$ cat src/rtl/rect_intp_pkg.sv
// Shared constants and width helpers for the rectification interpolation buffers.
package rect_intp_pkg;
  localparam int W_DEF = 28;
  localparam int D_DEF = 2;

  // Occupancy runs 0..2^d inclusive, so it needs one bit more than a pointer.
  function automatic int cnt_w(input int d);
    return d + 1;
  endfunction
endpackage

$ cat src/rtl/rect_intp_sfifo_if.sv
// Write/read handshake, data and status bundle of one interpolation-lane FIFO.
interface rect_intp_sfifo_if #(
  parameter int W = 28,
  parameter int D = 2
);
  logic         fifo_wr;
  logic [W-1:0] fifo_din;
  logic         fifo_rd;
  logic [W-1:0] fifo_dout;
  logic         dout_vld;
  logic         full;
  logic         empty;
  logic         almost_full;
  logic         almost_empty;
  logic [D:0]   count;
  logic         err_clr;
  logic         ovf;
  logic         udf;

  modport master (
    output fifo_wr, fifo_din, fifo_rd, err_clr,
    input  fifo_dout, dout_vld, full, empty, almost_full, almost_empty, count, ovf, udf
  );
  modport slave (
    input  fifo_wr, fifo_din, fifo_rd, err_clr,
    output fifo_dout, dout_vld, full, empty, almost_full, almost_empty, count, ovf, udf
  );
endinterface

$ cat src/rtl/rect_intp_sfifo_ram.sv
// DD x W register array: one synchronous write port, one asynchronous read port, no reset.
module rect_intp_sfifo_ram #(
  parameter int W = 28,
  parameter int D = 2
) (
  input  logic         clk,
  input  logic         we,
  input  logic [D-1:0] waddr,
  input  logic [W-1:0] wdata,
  input  logic [D-1:0] raddr,
  output logic [W-1:0] rdata
);
  logic [W-1:0] mem [(1<<D)];

  always_ff @(posedge clk) begin
    if (we) mem[waddr] <= wdata;
  end

  assign rdata = mem[raddr];
endmodule

$ cat src/rtl/rect_intp_sfifo.sv
// Synchronous FIFO between rectification address generator and bilinear interpolator;
// FWFT or registered-read output chosen at elaboration.
module rect_intp_sfifo
  import rect_intp_pkg::*;
#(
  parameter int W      = W_DEF,
  parameter int D      = D_DEF,
  parameter bit FWFT   = 1'b1,
  parameter int AF_LVL = (1 << D) - 1,
  parameter int AE_LVL = 1
) (
  input logic               clk,
  input logic               rst,
  rect_intp_sfifo_if.slave  f
);
  localparam int CW = cnt_w(D);
  localparam int DD = 1 << D;
  localparam logic [CW-1:0] DD_C = CW'(DD);

  logic [D-1:0]  wr_ptr, rd_ptr;
  logic [CW-1:0] cnt;
  logic          ovf_q, udf_q;
  logic          empty_c, full_c, rd_acc, wr_acc;
  logic [W-1:0]  rdata;

  // Every flag derives from the registered count only.
  assign empty_c = (cnt == '0);
  assign full_c  = (cnt == DD_C);
  assign rd_acc  = f.fifo_rd & ~empty_c;
  // A write into a full FIFO rides on a same-cycle accepted read.
  assign wr_acc  = f.fifo_wr & (~full_c | rd_acc);

  always_ff @(posedge clk) begin
    if (rst) begin
      wr_ptr <= '0;
      rd_ptr <= '0;
      cnt    <= '0;
      ovf_q  <= 1'b0;
      udf_q  <= 1'b0;
    end else begin
      if (wr_acc) wr_ptr <= wr_ptr + 1'b1;
      if (rd_acc) rd_ptr <= rd_ptr + 1'b1;
      cnt <= cnt + CW'(wr_acc) - CW'(rd_acc);
      // A fresh error beats a concurrent clear.
      if (f.fifo_wr & ~wr_acc)  ovf_q <= 1'b1;
      else if (f.err_clr)       ovf_q <= 1'b0;
      if (f.fifo_rd & ~rd_acc)  udf_q <= 1'b1;
      else if (f.err_clr)       udf_q <= 1'b0;
    end
  end

  rect_intp_sfifo_ram #(.W(W), .D(D)) u_ram (
    .clk   (clk),
    .we    (wr_acc),
    .waddr (wr_ptr),
    .wdata (f.fifo_din),
    .raddr (rd_ptr),
    .rdata (rdata)
  );

  generate
    if (FWFT) begin : g_fwft
      assign f.fifo_dout = empty_c ? '0 : rdata;
      assign f.dout_vld  = ~empty_c;
    end else begin : g_reg
      logic [W-1:0] dout_q;
      logic         vld_q;
      always_ff @(posedge clk) begin
        if (rst) begin
          dout_q <= '0;
          vld_q  <= 1'b0;
        end else begin
          vld_q <= rd_acc;
          if (rd_acc) dout_q <= rdata;
        end
      end
      assign f.fifo_dout = dout_q;
      assign f.dout_vld  = vld_q;
    end
  endgenerate

  assign f.count        = cnt;
  assign f.empty        = empty_c;
  assign f.full         = full_c;
  assign f.almost_full  = (int'(cnt) >= AF_LVL);
  assign f.almost_empty = (int'(cnt) <= AE_LVL);
  assign f.ovf          = ovf_q;
  assign f.udf          = udf_q;
endmodule

$ cat src/flat_wrapper.sv
// flat-port wrapper written by rule: the top's interface ports become plain ports
module rect_intp_sfifo_flat import rect_intp_pkg::*;
#(
  parameter int W      = W_DEF,
  parameter int D      = D_DEF,
  parameter bit FWFT   = 1'b1,
  parameter int AF_LVL = (1 << D) - 1,
  parameter int AE_LVL = 1
)
  (clk, rst, f_fifo_wr, f_fifo_din, f_fifo_rd, f_err_clr, f_fifo_dout, f_dout_vld, f_full, f_empty, f_almost_full, f_almost_empty, f_count, f_ovf, f_udf);
  rect_intp_sfifo_if #(.W(W), .D(D)) f_i ();
  input logic clk;
  input logic rst;
  input wire logic [$bits(f_i.fifo_wr)-1:0] f_fifo_wr;
  input wire logic [$bits(f_i.fifo_din)-1:0] f_fifo_din;
  input wire logic [$bits(f_i.fifo_rd)-1:0] f_fifo_rd;
  input wire logic [$bits(f_i.err_clr)-1:0] f_err_clr;
  output wire logic [$bits(f_i.fifo_dout)-1:0] f_fifo_dout;
  output wire logic [$bits(f_i.dout_vld)-1:0] f_dout_vld;
  output wire logic [$bits(f_i.full)-1:0] f_full;
  output wire logic [$bits(f_i.empty)-1:0] f_empty;
  output wire logic [$bits(f_i.almost_full)-1:0] f_almost_full;
  output wire logic [$bits(f_i.almost_empty)-1:0] f_almost_empty;
  output wire logic [$bits(f_i.count)-1:0] f_count;
  output wire logic [$bits(f_i.ovf)-1:0] f_ovf;
  output wire logic [$bits(f_i.udf)-1:0] f_udf;
  assign f_i.fifo_wr = f_fifo_wr;
  assign f_i.fifo_din = f_fifo_din;
  assign f_i.fifo_rd = f_fifo_rd;
  assign f_i.err_clr = f_err_clr;
  assign f_fifo_dout = f_i.fifo_dout;
  assign f_dout_vld = f_i.dout_vld;
  assign f_full = f_i.full;
  assign f_empty = f_i.empty;
  assign f_almost_full = f_i.almost_full;
  assign f_almost_empty = f_i.almost_empty;
  assign f_count = f_i.count;
  assign f_ovf = f_i.ovf;
  assign f_udf = f_i.udf;
  rect_intp_sfifo #(.W(W), .D(D), .FWFT(FWFT), .AF_LVL(AF_LVL), .AE_LVL(AE_LVL)) u_core (.clk(clk), .rst(rst), .f(f_i));
endmodule
$ cat config.mk
export PLATFORM = sky130hd
export DESIGN_NAME = rect_intp_sfifo_flat
export DESIGN_NICKNAME = d
export VERILOG_FILES = /design/src/rtl/rect_intp_pkg.sv /design/src/rtl/rect_intp_sfifo_if.sv /design/src/rtl/rect_intp_sfifo_ram.sv /design/src/rtl/rect_intp_sfifo.sv /design/src/flat_wrapper.sv
export SDC_FILE = /design/constraint.sdc
export NUM_CORES = 1
export LEC_CHECK = 0
export ABC_AREA = 1
export CORE_MARGIN = 2
export CORE_UTILIZATION = 54
export DETAILED_ROUTE_END_ITERATION = 12
export PLACE_DENSITY = 0.79
export SKIP_LAST_GASP = 1
export SYNTH_ARGS = -nofsm -noshare
export SYNTH_HDL_FRONTEND = slang
export SYNTH_SLANG_ARGS = --single-unit
$ cat constraint.sdc
create_clock -name clk -period 3.2 [get_ports clk]
set_input_delay 0.64 -clock clk [delete_from_list [all_inputs] [get_ports clk]]
set_output_delay 0.64 -clock clk [all_outputs]
set_load 0.02 [all_outputs]
# After elaboration in Yosys (flattened, before gate mapping)
# Memory sizes are Yosys's and may differ from the RTL's. A register that Yosys moved wholly into a read port is not among the register bits.
# Cells that the tools add are included.
dict set report op_classes {
  div_mod_pow 0
  n_shift 0
  bitwise_logic 9
  add_sub_neg 4
  n_lt_le_gt_ge 2
  reduce_logical 3
  muxes 8
  n_mul 0
  eq_ne 1
}
# operator n
set ops {}
lappend ops {{28-bit two-way mux} 1}
lappend ops {{1-bit two-way mux} 5}
lappend ops {{2-bit by 1-bit adder with 2-bit output, second input constant} 2}
lappend ops {{1-bit bitwise AND} 4}
lappend ops {{2-bit two-way mux} 2}
lappend ops {{1-bit NOT} 4}
lappend ops {{2-bit nonzero test} 2}
lappend ops {{3-bit by 1-bit adder with 3-bit output} 1}
lappend ops {{3-bit == test, second input constant} 1}
lappend ops {{3-bit by 2-bit >= comparator with 1-bit output, second input constant} 1}
lappend ops {{3-bit by 1-bit <= comparator with 1-bit output, second input constant} 1}
lappend ops {{3-bit zero test} 1}
lappend ops {{3-bit by 1-bit subtractor with 3-bit output} 1}
lappend ops {{1-bit bitwise OR} 1}
dict set report word_totals {
  ramBits 112
  in_bits 33
  reg_bits 9
  rom_bits 0
  word_cells 33
  n_memories 1
  latch_bits 0
  out_inout_bits 38
}
# memory depth width read_ports rd_ports_with_merged_regs write_ports line
set mem_list {}
lappend mem_list {u_core.u_ram.mem 4 28 1 1 1 rect_intp_sfifo_ram.sv:13} ;# logic [W-1:0] mem [(1<<D)];

# Depth between registers and ports, before layout
# Gate-level depths: netlist of run 1.
dict set report depth {
  word_depth 8
  mapped_depth 10
  ltp_nobuf 10
}

# By module
# From an unflattened synthesis of run 1, not the netlist that was laid out.
dict set report unflattened {
  hier_cells 577
  area_unflattened_um2 5555.3
}
# module n_inst cells_per_inst area_per_inst_um2
set by_module_without_submodules {}
lappend by_module_without_submodules {rect_intp_sfifo_ram 1 446 4770.8}
lappend by_module_without_submodules {rect_intp_sfifo 1 131 784.5}

# Worst setup path before layout of run 1
# No wires, ideal clock.
dict set report synth_timing {
  path_kind {input -> register}
  start {input f_fifo_rd}
  end {memory u_core.u_ram.mem[0][0] (enable)}
  stages 4
  setup_time_ps 413
  required_time_ps 2787
  path_buffers 0
  setup_slack_ps 648
  t_arrival_ps 2139
  cell_sequence {inv_1 -> nand3_1 -> nand2_1 -> nor2_1}
}
dict set report synth_between {
  elab_chain_len 5
}
# item line
set synth_rtl {}
lappend synth_rtl {{start: declaration} flat_wrapper.sv:16} ;# input wire logic [$bits(f_i.fifo_rd)-1:0] f_fifo_rd;
lappend synth_rtl {{1-bit bitwise AND} rect_intp_sfifo.sv:29} ;# assign rd_acc = f.fifo_rd & ~empty_c;
lappend synth_rtl {{1-bit bitwise OR} rect_intp_sfifo.sv:31} ;# assign wr_acc = f.fifo_wr & (~full_c | rd_acc);
lappend synth_rtl {{1-bit bitwise AND} rect_intp_sfifo.sv:31}
lappend synth_rtl {{1-bit two-way mux} rect_intp_sfifo_ram.sv:16} ;# if (we) mem[waddr] <= wdata;
lappend synth_rtl {{1-bit two-way mux (not written as such)} rect_intp_sfifo_ram.sv:16}
lappend synth_rtl {{end: declaration} rect_intp_sfifo_ram.sv:13}
# No other way between the ends.

==> results of run 1 <==
[per-layer routing]
metal	up-vias	GRT usage
li1	1600	-
met1	1586	0.264
met2	141	0.374
met3	12	0.0620
met4	0	0.102
met5	-	0
[cell families (layout without fill, tap and decap cells)]
logic type,Yosys count,in the layout
compound gates,91,91
buf+inv,44,136
flops,123,123
simple gates,148,148
fa+ha+maj,10,10
xor+xnor,1,1
[area by class of cell]
type	instances	area, sq um	share of cell area
well taps	111	139	0.0216
multi-input cells	250	1200	0.186
clock buffers	17	414	0.0643
flip-flops and latches	123	3580	0.557
inverters	24	93.8	0.0146
repair buffers	80	820	0.127
clock inverters	15	188	0.0291
[power groups by stage]
| stage | logic (mW) | clock network [mW] | registers, mW |
|---|---|---|---|
| after floorplan | 1.07 | 0 | 2.01 |
| final | 1.86 | 1.91 | 1.97 |
| after global routing | 2.02 | 1.99 | 1.98 |
| after CTS | 1.87 | 1.93 | 1.97 |
| after global placement | 1.81 | 0 | 1.99 |
| after detailed placement | 1.84 | 0 | 2.00 |
[final timing paths]
kind,from,endpoint,cells after the start
worst max-delay path,flip-flop,f_fifo_dout[27],6
worst min-delay path,u_core.f.udf,u_core.f.udf,2
worst max register to register,u_core.f.count[1],u_core.f.count[2],8
worst min register to register,u_core.f.udf,u_core.f.udf,2
[critical path, cell delays in order, from the launching register on]
cell,delay [ns]
dfxtp_1,0.30
buf_4,0.21
inv_2,0.27
nor2_1,0.18
o21ai_1,0.08
a21oi_1,0.22
clkdlybuf4s50_1,0.65
[repair_timing]
action                                  CTS  global route
pin swaps                                 0             0
gates resized for setup                   1             4
endpoints found under the setup margin    2             6
[placed cells by master (no fill, tap or decap), types with 2 or more instances in the layout]
cell type        Yosys  layout
clkbuf_8             0       2
inv_1               21      21
a21oi_1             33      33
inv_6                0       5
clkinv_4             0       2
clkinvlp_4           0       2
dfxtp_1             11      10
o21ai_1             40      40
nor2_1             124     120
clkdlybuf4s50_1      0      70
clkbuf_16            0      16
nor2_4               0       4
ha_1                 9       9
bufinv_16            0       3
nand2_1             15      15
buf_12               0       3
edfxtp_1           112     112
o21ai_0             17      17
nand3_1              5       5
clkinv_2             0       3
buf_4                0       6
[state kept, by name, summed over array words and instances, names as in the netlist, named ones only]
| name | flops |
|---|---|
| u_core.f.count | 3 |
| u_core.f.ovf | 1 |
| u_core.f.udf | 1 |
| u_core.rd_ptr | 2 |
| u_core.u_ram.mem | 112 |
| u_core.wr_ptr | 2 |
==> impl_results.md, run 1 <==
* Min setup slack post-route at 0.121 ns
* Adder-Cell Fraction of Synth Area at 0.0266
* Clock network power share at 0.332
* Initial antenna violation count at 0
* Hold Path Class: flip-flop to flip-flop
* Setup Slack @ Placement at 0.419 ns
* P_sw at 1.88 mW
* Top cells by count, synth: 124 x nor2_1, 112 x edfxtp_1, 40 x o21ai_1, 33 x a21oi_1, 21 x inv_1
* Maximum vdd drop at 0.466 mV
* Placed Cells incl. Taps at 588
* Synthesized-area fraction occupied by and/or/nand/nor cells at 0.115
* Mapped Area at 4980 sq um
* CTS tree: built
* Count of buffers from port buffering at 70
* Ratio of cells with drive above 1 in the final layout at 0.102
* Post-synth EDFFs at 112
* # IOs at 71
* Worst setup EP type: output pin
* Fin cells at 620
* XOR/XNOR Fraction of Synth Area at 0.00176
* GRT overflow at 0
* Switching part of the total at 0.329
* Setup Buffers After CTS at 0
* Clock skew at 0.00630 ns
* Slew @ Worst Pin at 0.565 ns
* Vias in the first global route at 3442
* Die height at 100 um
* Pwr Total at 5.73 mW
* Layout net count at 539
* Pwr/cell area at 891 nW/um^2
* Vias at 3339
* Clock sink total at 123
* CP Data Required Time at 2.56 ns
* Die width at 100 um
* Tmin final at 3.08 ns
* Pleak at 2.31 nW
* Setup TNS at 0 ns
* Max-cap violations at 0
* Post-synthesis compound-gate area fraction at 0.0920
* Synth Register Bits at 123
* WL met3 at 768 um
* Initial DRC Count at 231
* Drt drc at 0
* P&R area growth vs syn at 29.4%
* Endpoints failing setup at 0
* Top cell type's share of synthesized area at 0.676
* Detailed placer's ending HPWL at 5740 um
* Pre-antenna DRT Iters at 4
* Clock latency on the worst-skew pair at 0.52 ns
* Syn_nets at 460
* CTS buffer count at 17
* Max_slew headroom at 0.623
* Sequential share of power at 0.343
* Final worst path period share at 0.962
* CTS max path bufs at 2
* Clk slew on worst S/H paths at 0.06 ns
* Crit start category: flip-flop
* Run status: complete, no violations
* Ys async rst share at 0
* Largest area contributor in the netlist: edfxtp_1
* Register area share after synthesis at 0.720
* Final Core Density at 0.707
* Row count at 35
* RSZ-0062 raised after global routing: no
* Highest routed layer: met4
* Hold Buf Count CTS at 0
* Largest net degree at the start of global routing at 57
* R2r setup slk at 1.00 ns
* # H-tree levels at 4
* CP arrival at 2.44 ns
* Top post-synthesis cells by area: edfxtp_1 68%, nor2_1 9.4%, dfxtp_1 4.4%
* Post-DP Area at 5830 sq um
* DRT Wirelength at 10200 um
* Antenna viol nets, final at 0
* Core ar. at 9110 sq um
* Final slew viol count at 0
* Mux contribution to synthesized area at 0
* DRT met1 WL at 4160 um
* DIE AREA at 10000 sq um
* Avg Vias per Cell at 5.39
* Final Wtd Congestion at 0.812
* Wire length on met2 at 5200 um
* Fillers at 609
* WL per Instance at 16.5 um
* Fmax at 325 MHz
* Mapped Avg Cell Area at 11.9 sq um
* Yosys warnings at 0
* Mapped Cells at 417
* Ant diodes at 0
* Post-synth top flop: edfxtp_1
* Logic pwr share at 0.325
* Global-route wire length before repair at 16300 um
* Crit Path Category: flip-flop to output pin
* Overall global routing resource usage at 0.221
* Min Hold Slack at 0.468 ns
* Final Instance Area at 6440 sq um
* Endpoints failing hold at 0
* Crit Path Max Fanout at 28
* Library cells used by synthesis at 23
* Most frequent cell after synthesis: nor2_1
* Root Buffer: clkbuf_8
* Main combinational cell family by area after synthesis: simple AND/OR/NAND/NOR gates
* Internal Pwr Total at 3.85 mW
* Initial core utilization at 0.546
(Power assumes the default switching activity.)
==> run 2, diff against run 1 <==
- CAP_MARGIN: unset -> 20
- CORE_UTILIZATION: 54 -> 55
- CTS_BUF_LIST: unset -> sky130_fd_sc_hd__clkbuf_4 sky130_fd_sc_hd__clkbuf_8
- PLACE_DENSITY: 0.79 -> 0.8
==> impl_results.md, run 2 (synthesized netlist as in run 1, its figures left out) <==
* Run status: complete, no violations
* Maximum vdd drop at 0.522 mV (+12%)
* Crit Path Max Fanout at 16 (-43%)
* Post-DP Area at 5840 sq um (+0.15%)
* Max-cap violations at 0 (unchanged)
* CTS buffer count at 17 (unchanged)
* Worst R2R Start: u_core.f.count[1]
* Fillers at 579 (-4.9%)
* Layout net count at 544 (+0.93%)
* Root Buffer: clkbuf_8
* Die width at 99.1 um (-0.87%)
* Final slew viol count at 0 (unchanged)
* Hold Path Class: flip-flop to flip-flop
* Internal Pwr Total at 3.50 mW (-9.2%)
* Initial core utilization at 0.568 (+0.0215)
* Final Instance Area at 6250 sq um (-2.9%)
* Hold Path Origin: u_core.f.udf
* Sequential share of power at 0.377 (+0.034)
* Pre-antenna DRT Iters at 4 (unchanged)
* Clock network power share at 0.274 (-0.058)
* R2r endpoint: u_core.f.count[2]
* Endpoints failing setup at 0 (unchanged)
* Count of buffers from port buffering at 70 (unchanged)
* Initial antenna violation count at 0 (unchanged)
* Drt drc at 0 (unchanged)
* Setup TNS at 0 ns (unchanged)
* Pleak at 2.24 nW (-2.9%)
* Crit start category: flip-flop
* Die height at 99.1 um (-0.87%)
* Detailed placer's ending HPWL at 6530 um (+14%)
* RSZ-0062 raised after global routing: no
* Vias in the first global route at 3368 (-2.1%)
* Initial DRC Count at 292 (+26%)
* Most frequent cells in the layout: 120 x nor2_1, 112 x edfxtp_1, 70 x clkdlybuf4s50_1
* # H-tree levels at 4 (unchanged)
* Max_slew headroom at 0.606 (-0.0171)
* GRT Max-Usage Layer: met2
* Crit Path Category: flip-flop to output pin
* Max stage delay cell, worst path: clkdlybuf4s50_1
* Clk slew on worst S/H paths at 0.07 ns (about the same)
* Overall global routing resource usage at 0.223 (+0.00212)
* Final Wtd Congestion at 0.770 (-5.2%)
* DIE AREA at 9830 sq um (-1.7%)
* Final worst path period share at 0.955 (-0.00707)
* DRT Wirelength at 10400 um (+1.2%)
* R2r setup slk at 1.25 ns (+0.25 ns)
* Setup Buffers After CTS at 0 (unchanged)
* Routing usage on met1 at 0.280 (+0.0162)
* P_sw at 1.74 mW (-7.4%)
* Global-route wire length before repair at 16500 um (+0.67%)
* P&R area growth vs syn at 25.7%
* Avg Vias per Cell at 5.42 (+0.72%)
* Clock latency on the worst-skew pair at 0.42 ns (-0.10 ns)
* GRT overflow at 0 (unchanged)
* Clock skew at 0.00629 ns (-0.0000124 ns)
* WHS Endpoint: u_core.f.udf
* Clock sink total at 123 (unchanged)
* Pwr/cell area at 838 nW/um^2 (-5.9%)
* Most flop-heavy register: u_core.u_ram.mem
* Core ar. at 8760 sq um (-3.8%)
* Ant diodes at 0 (unchanged)
* CTS tree: built
* Worst-path cell chain: inv_2 -> buf_4 -> o21ai_0 -> a21oi_1 -> clkdlybuf4s50_1
* Endpoints failing hold at 0 (unchanged)
* CP arrival at 2.42 ns (-0.02 ns)
* Hold Buf Count CTS at 0 (unchanged)
* GR Util met3 at 0.0604 (-0.00154)
* Worst hold path cell count at 2 (unchanged)
* Worst setup EP type: output pin
* Slowest Stage Delay on Critical Path at 0.66 ns (about the same)
* Max FFs per register at 112 (unchanged)
* Min Hold Slack at 0.468 ns (+0.000770 ns)
* Slew @ Worst Pin at 0.591 ns (+0.0256 ns)
* Vias at 3374 (+1.0%)
* Fmax at 327 MHz (+0.74%)
* Ratio of cells with drive above 1 in the final layout at 0.105 (+0.00290)
* Logic pwr share at 0.349 (+0.024)
* Antenna viol nets, final at 0 (unchanged)
* Row count at 34 (-2.9%)
* CTS max path bufs at 2 (unchanged)
* Tmin final at 3.06 ns (-0.0226 ns)
* Largest net degree at the start of global routing at 31 (-46%)
* WL per Instance at 16.7 um (+0.87%)
* # IOs at 71 (unchanged)
* GR met2 Demand/Resource at 0.368 (-0.00624)
* Worst reg-to-reg path cell count at 10 (+2)
* CP Data Required Time at 2.56 ns (about the same)
* Number of gates resized after cts at 0 (-1)
* Switching part of the total at 0.333 (+0.00430)
* Most common cell after layout, fill and taps aside: nor2_1
-- run 2: changes by cell type in the layout (fill, tap and decap cells not counted), sizes merged --
cell / delta
clkinvlp: +1
bufinv: +1
clkinv: +2
buf: +6
inv: -5
-- run 2: critical path: cells and delay by family (launching register included) --
kind | cells | cell delay (ns)
buffers and inverters | 3 | 1.21
DFF | 1 | 0.41
AOI/OAI and AO/OA | 2 | 0.38
-- run 2: per-layer routing --
layer / vias to the layer above / wire (um)
li1: 1609 / -
met1: 1615 / 4190
met2: 126 / 5270
met3: 24 / 684
met4: 0 / 222
met5: - / 0
-- run 2: worst max-delay path by stage --
stage | slack [ns] | to | start
finish | 0.14 | f_fifo_dout[9] | flip-flop
global route | 0.01 | f_fifo_dout[9] | flip-flop
CTS | 0.12 | f_fifo_dout[4] | flip-flop
detailed placement | 0.63 | f_fifo_dout[9] | flip-flop
global placement | 0.70 | f_fifo_dout[9] | flip-flop
floorplan | 0.65 | u_core.u_ram.mem[0][0] | f_fifo_rd
-- run 2: cell type report --
cell class	count	area [sq um]	area share
clock buffer	18	241	0.0386
clock inverter	14	178	0.0284
inverter	24	90.1	0.0144
timing repair buffer	85	826	0.132
multi-input combinational	250	1200	0.192
sequential	123	3580	0.573
tap	108	135	0.0216
-- run 2: per-stage QoR --
step                 util  setup slack [ns]  power (mW)  std cells
floorplan               -             0.648        3.08        417
global placement    0.666             0.698        3.80        590
detailed placement  0.666             0.627        3.84        590
CTS                 0.714             0.123        5.26        622
global route        0.714            0.0108        5.50        622
finish              0.714             0.143        5.24        622
-- run 2: power groups by stage --
stage | combinational [mW] | clock [mW] | sequential [mW]
after floorplan | 1.07 | 0 | 2.01
after global placement | 1.80 | 0 | 2.00
after detailed placement | 1.83 | 0 | 2.01
after CTS | 1.84 | 1.44 | 1.98
after global routing | 1.99 | 1.52 | 1.99
final | 1.83 | 1.43 | 1.98
==> run 3, diff against run 2 <==
- CORE_ASPECT_RATIO: unset -> 0.6
- MAX_ROUTING_LAYER: unset -> met4
==> impl_results.md, run 3 (synthesized netlist as in run 1, its figures left out) <==
* Initial core utilization at 0.575 (+0.00723)
* Hold Path Origin: u_core.f.udf
* Core ar. at 8650 sq um (-1.3%)
* Pleak at 2.23 nW (-0.53%)
* Avg Vias per Cell at 5.40 (-0.48%)
* Clock latency on the worst-skew pair at 0.43 ns (about the same)
* GRT overflow at 0 (unchanged)
* Most flop-heavy register: u_core.u_ram.mem
* Pre-antenna DRT Iters at 5 (+1)
* DIE AREA at 9850 sq um (+0.25%)
* Pwr/cell area at 857 nW/um^2 (+2.3%)
* CTS buffer count at 17 (unchanged)
* Worst hold path cell count at 2 (unchanged)
* Worst setup EP type: output pin
* Crit Path Max Fanout at 28 (+12)
* Count of buffers from port buffering at 70 (unchanged)
* Setup crit end: f_fifo_dout[6]
* Max FFs per register at 112 (unchanged)
* Clock sink total at 123 (unchanged)
* CP Data Required Time at 2.56 ns (about the same)
* Routing usage on met1 at 0.315 (+0.0347)
* P&R area growth vs syn at 25.7% (unchanged)
* Detailed placer's ending HPWL at 6270 um (-4.0%)
* Min setup slack post-route at 0.171 ns (+0.0274 ns)
* Crit start category: flip-flop
* GRT Max-Usage Layer: met2
* Fillers at 587 (+1.4%)
* WL per Instance at 16.8 um (+1.0%)
* Drt drc at 0 (unchanged)
* Worst reg-to-reg path cell count at 8 (-2)
* Setup TNS at 0 ns (unchanged)
* Die width at 127 um (+28%)
* DRT Wirelength at 10400 um (+0.68%)
* Most common cell after layout, fill and taps aside: nor2_1
* Hold Path Class: flip-flop to flip-flop
* Largest net degree at the start of global routing at 43 (+39%)
* RSZ-0062 raised after global routing: no
* Antenna viol nets, final at 0 (unchanged)
* Tmin final at 3.03 ns (-0.0274 ns)
* Worst R2R Start: u_core.f.count[1]
* Die height at 77.7 um (-22%)
* Initial DRC Count at 355 (+22%)
* Setup Slack @ Placement at 0.444 ns (-0.183 ns)
* Vias in the first global route at 3226 (-4.2%)
* GR met2 Demand/Resource at 0.334 (-0.0341)
* Maximum vdd drop at 0.495 mV (-5.2%)
* # IOs at 71 (unchanged)
* Endpoints failing hold at 0 (unchanged)
* R2r endpoint: u_core.f.count[2]
* Layout net count at 538 (-1.1%)
* Row count at 26 (-24%)
* CTS max path bufs at 2 (unchanged)
* Endpoints failing setup at 0 (unchanged)
* Slew @ Worst Pin at 0.618 ns (+0.0274 ns)
* Root Buffer: clkbuf_8
* Global-route wire length before repair at 16300 um (-0.71%)
* Vias at 3347 (-0.80%)
* Fmax at 330 MHz (+0.91%)
* R2r setup slk at 1.11 ns (-0.14 ns)
* GR Util met3 at 0.0683 (+0.00784)
* Final slew viol count at 0 (unchanged)
* CP arrival at 2.39 ns (-0.03 ns)
* Initial antenna violation count at 0 (unchanged)
* # H-tree levels at 4 (unchanged)
* Ant diodes at 0 (unchanged)
* Crit Path Category: flip-flop to output pin
* Run status: complete, no violations
* Final worst path period share at 0.947 (-0.00858)
* Clock skew at 0.00494 ns (-0.00134 ns)
* Max_slew headroom at 0.587 (-0.0183)
* Final Wtd Congestion at 0.809 (+5.2%)
* Hold Buf Count CTS at 0 (unchanged)
* Max-cap violations at 0 (unchanged)
* Clk slew on worst S/H paths at 0.08 ns (about the same)
* Ratio of cells with drive above 1 in the final layout at 0.100 (-0.00466)
* Overall global routing resource usage at 0.229 (+0.00635)
* Most frequent cells in the layout: 120 x nor2_1, 112 x edfxtp_1, 70 x clkdlybuf4s50_1
* CTS tree: built
==> run 3: cell types whose count changed in the layout (fill, tap and decap cells not counted), sizes merged <==
cell    previous run  this run
inv               24        25
clkbuf            18        17
bufinv             4         5
clkinv             7         6
buf               15         9
==> run 3: routing by layer <==
layer  vias up  wire [um]
li1       1597          -
met4         0         80
met1      1607       4770
met2       135       4820
met3         8        770
met5         -          0
==> run 3: final cells by class <==
type,instances,area (sq um),share of cell area
clock buffer,17,234,0.0374
clock inverter,15,223,0.0356
inverter,24,92.6,0.0148
multi-input combinational,250,1200,0.192
sequential,123,3580,0.573
tap,112,140,0.0224
timing repair buffer,79,781,0.125
==> run 3: how the worst min path moves through the flow <==
| stage | endpoint |
|---|---|
| 6_report | u_core.f.udf |
| 2_1_floorplan | flip-flop |
| 3_5_place_dp | u_core.f.udf |
| 4_1_cts | u_core.f.udf |
| 5_1_grt | u_core.f.udf |
| 3_3_place_gp | u_core.f.udf |
==> run 3: report_power, final <==
part,leakage [nW],total [mW],switching (mW),internal [mW]
Clock,0.222,1.55,0.627,0.927
Sequential,1.12,1.97,0.0720,1.90
Combinational,0.891,1.83,1.09,0.737
Total,2.23,5.36,1.79,3.57
==> run 3: critical path: stages (launching register included) <==
cell and delay, ns:
dfxtp_1 0.62, inv_4 0.24, nor2_1 0.16, o21ai_1 0.08, a21oi_1 0.20, clkdlybuf4s50_1 0.65
==> run 3: stage by stage <==
step / area, sq um / util / cells / power (mW) / hold slack, ns
after detailed placement: 5800 / 0.670 / 588 / 3.84 / 0.480
after global placement: 5800 / 0.670 / 588 / 3.79 / 0.456
after global routing: 6250 / 0.723 / 620 / 5.62 / 0.505
final: 6250 / 0.723 / 620 / 5.36 / 0.489
after floorplan: 4980 / - / 417 / 3.08 / 0.459
after CTS: 6250 / 0.723 / 620 / 5.39 / 0.491
==> run 3: what timing repair did <==
action                                  4_1_cts  5_1_grt
endpoints found under the setup margin        0       22
hold endpoints to repair                      0        0
setup buffers                                 0        0
resized for setup                             0        2
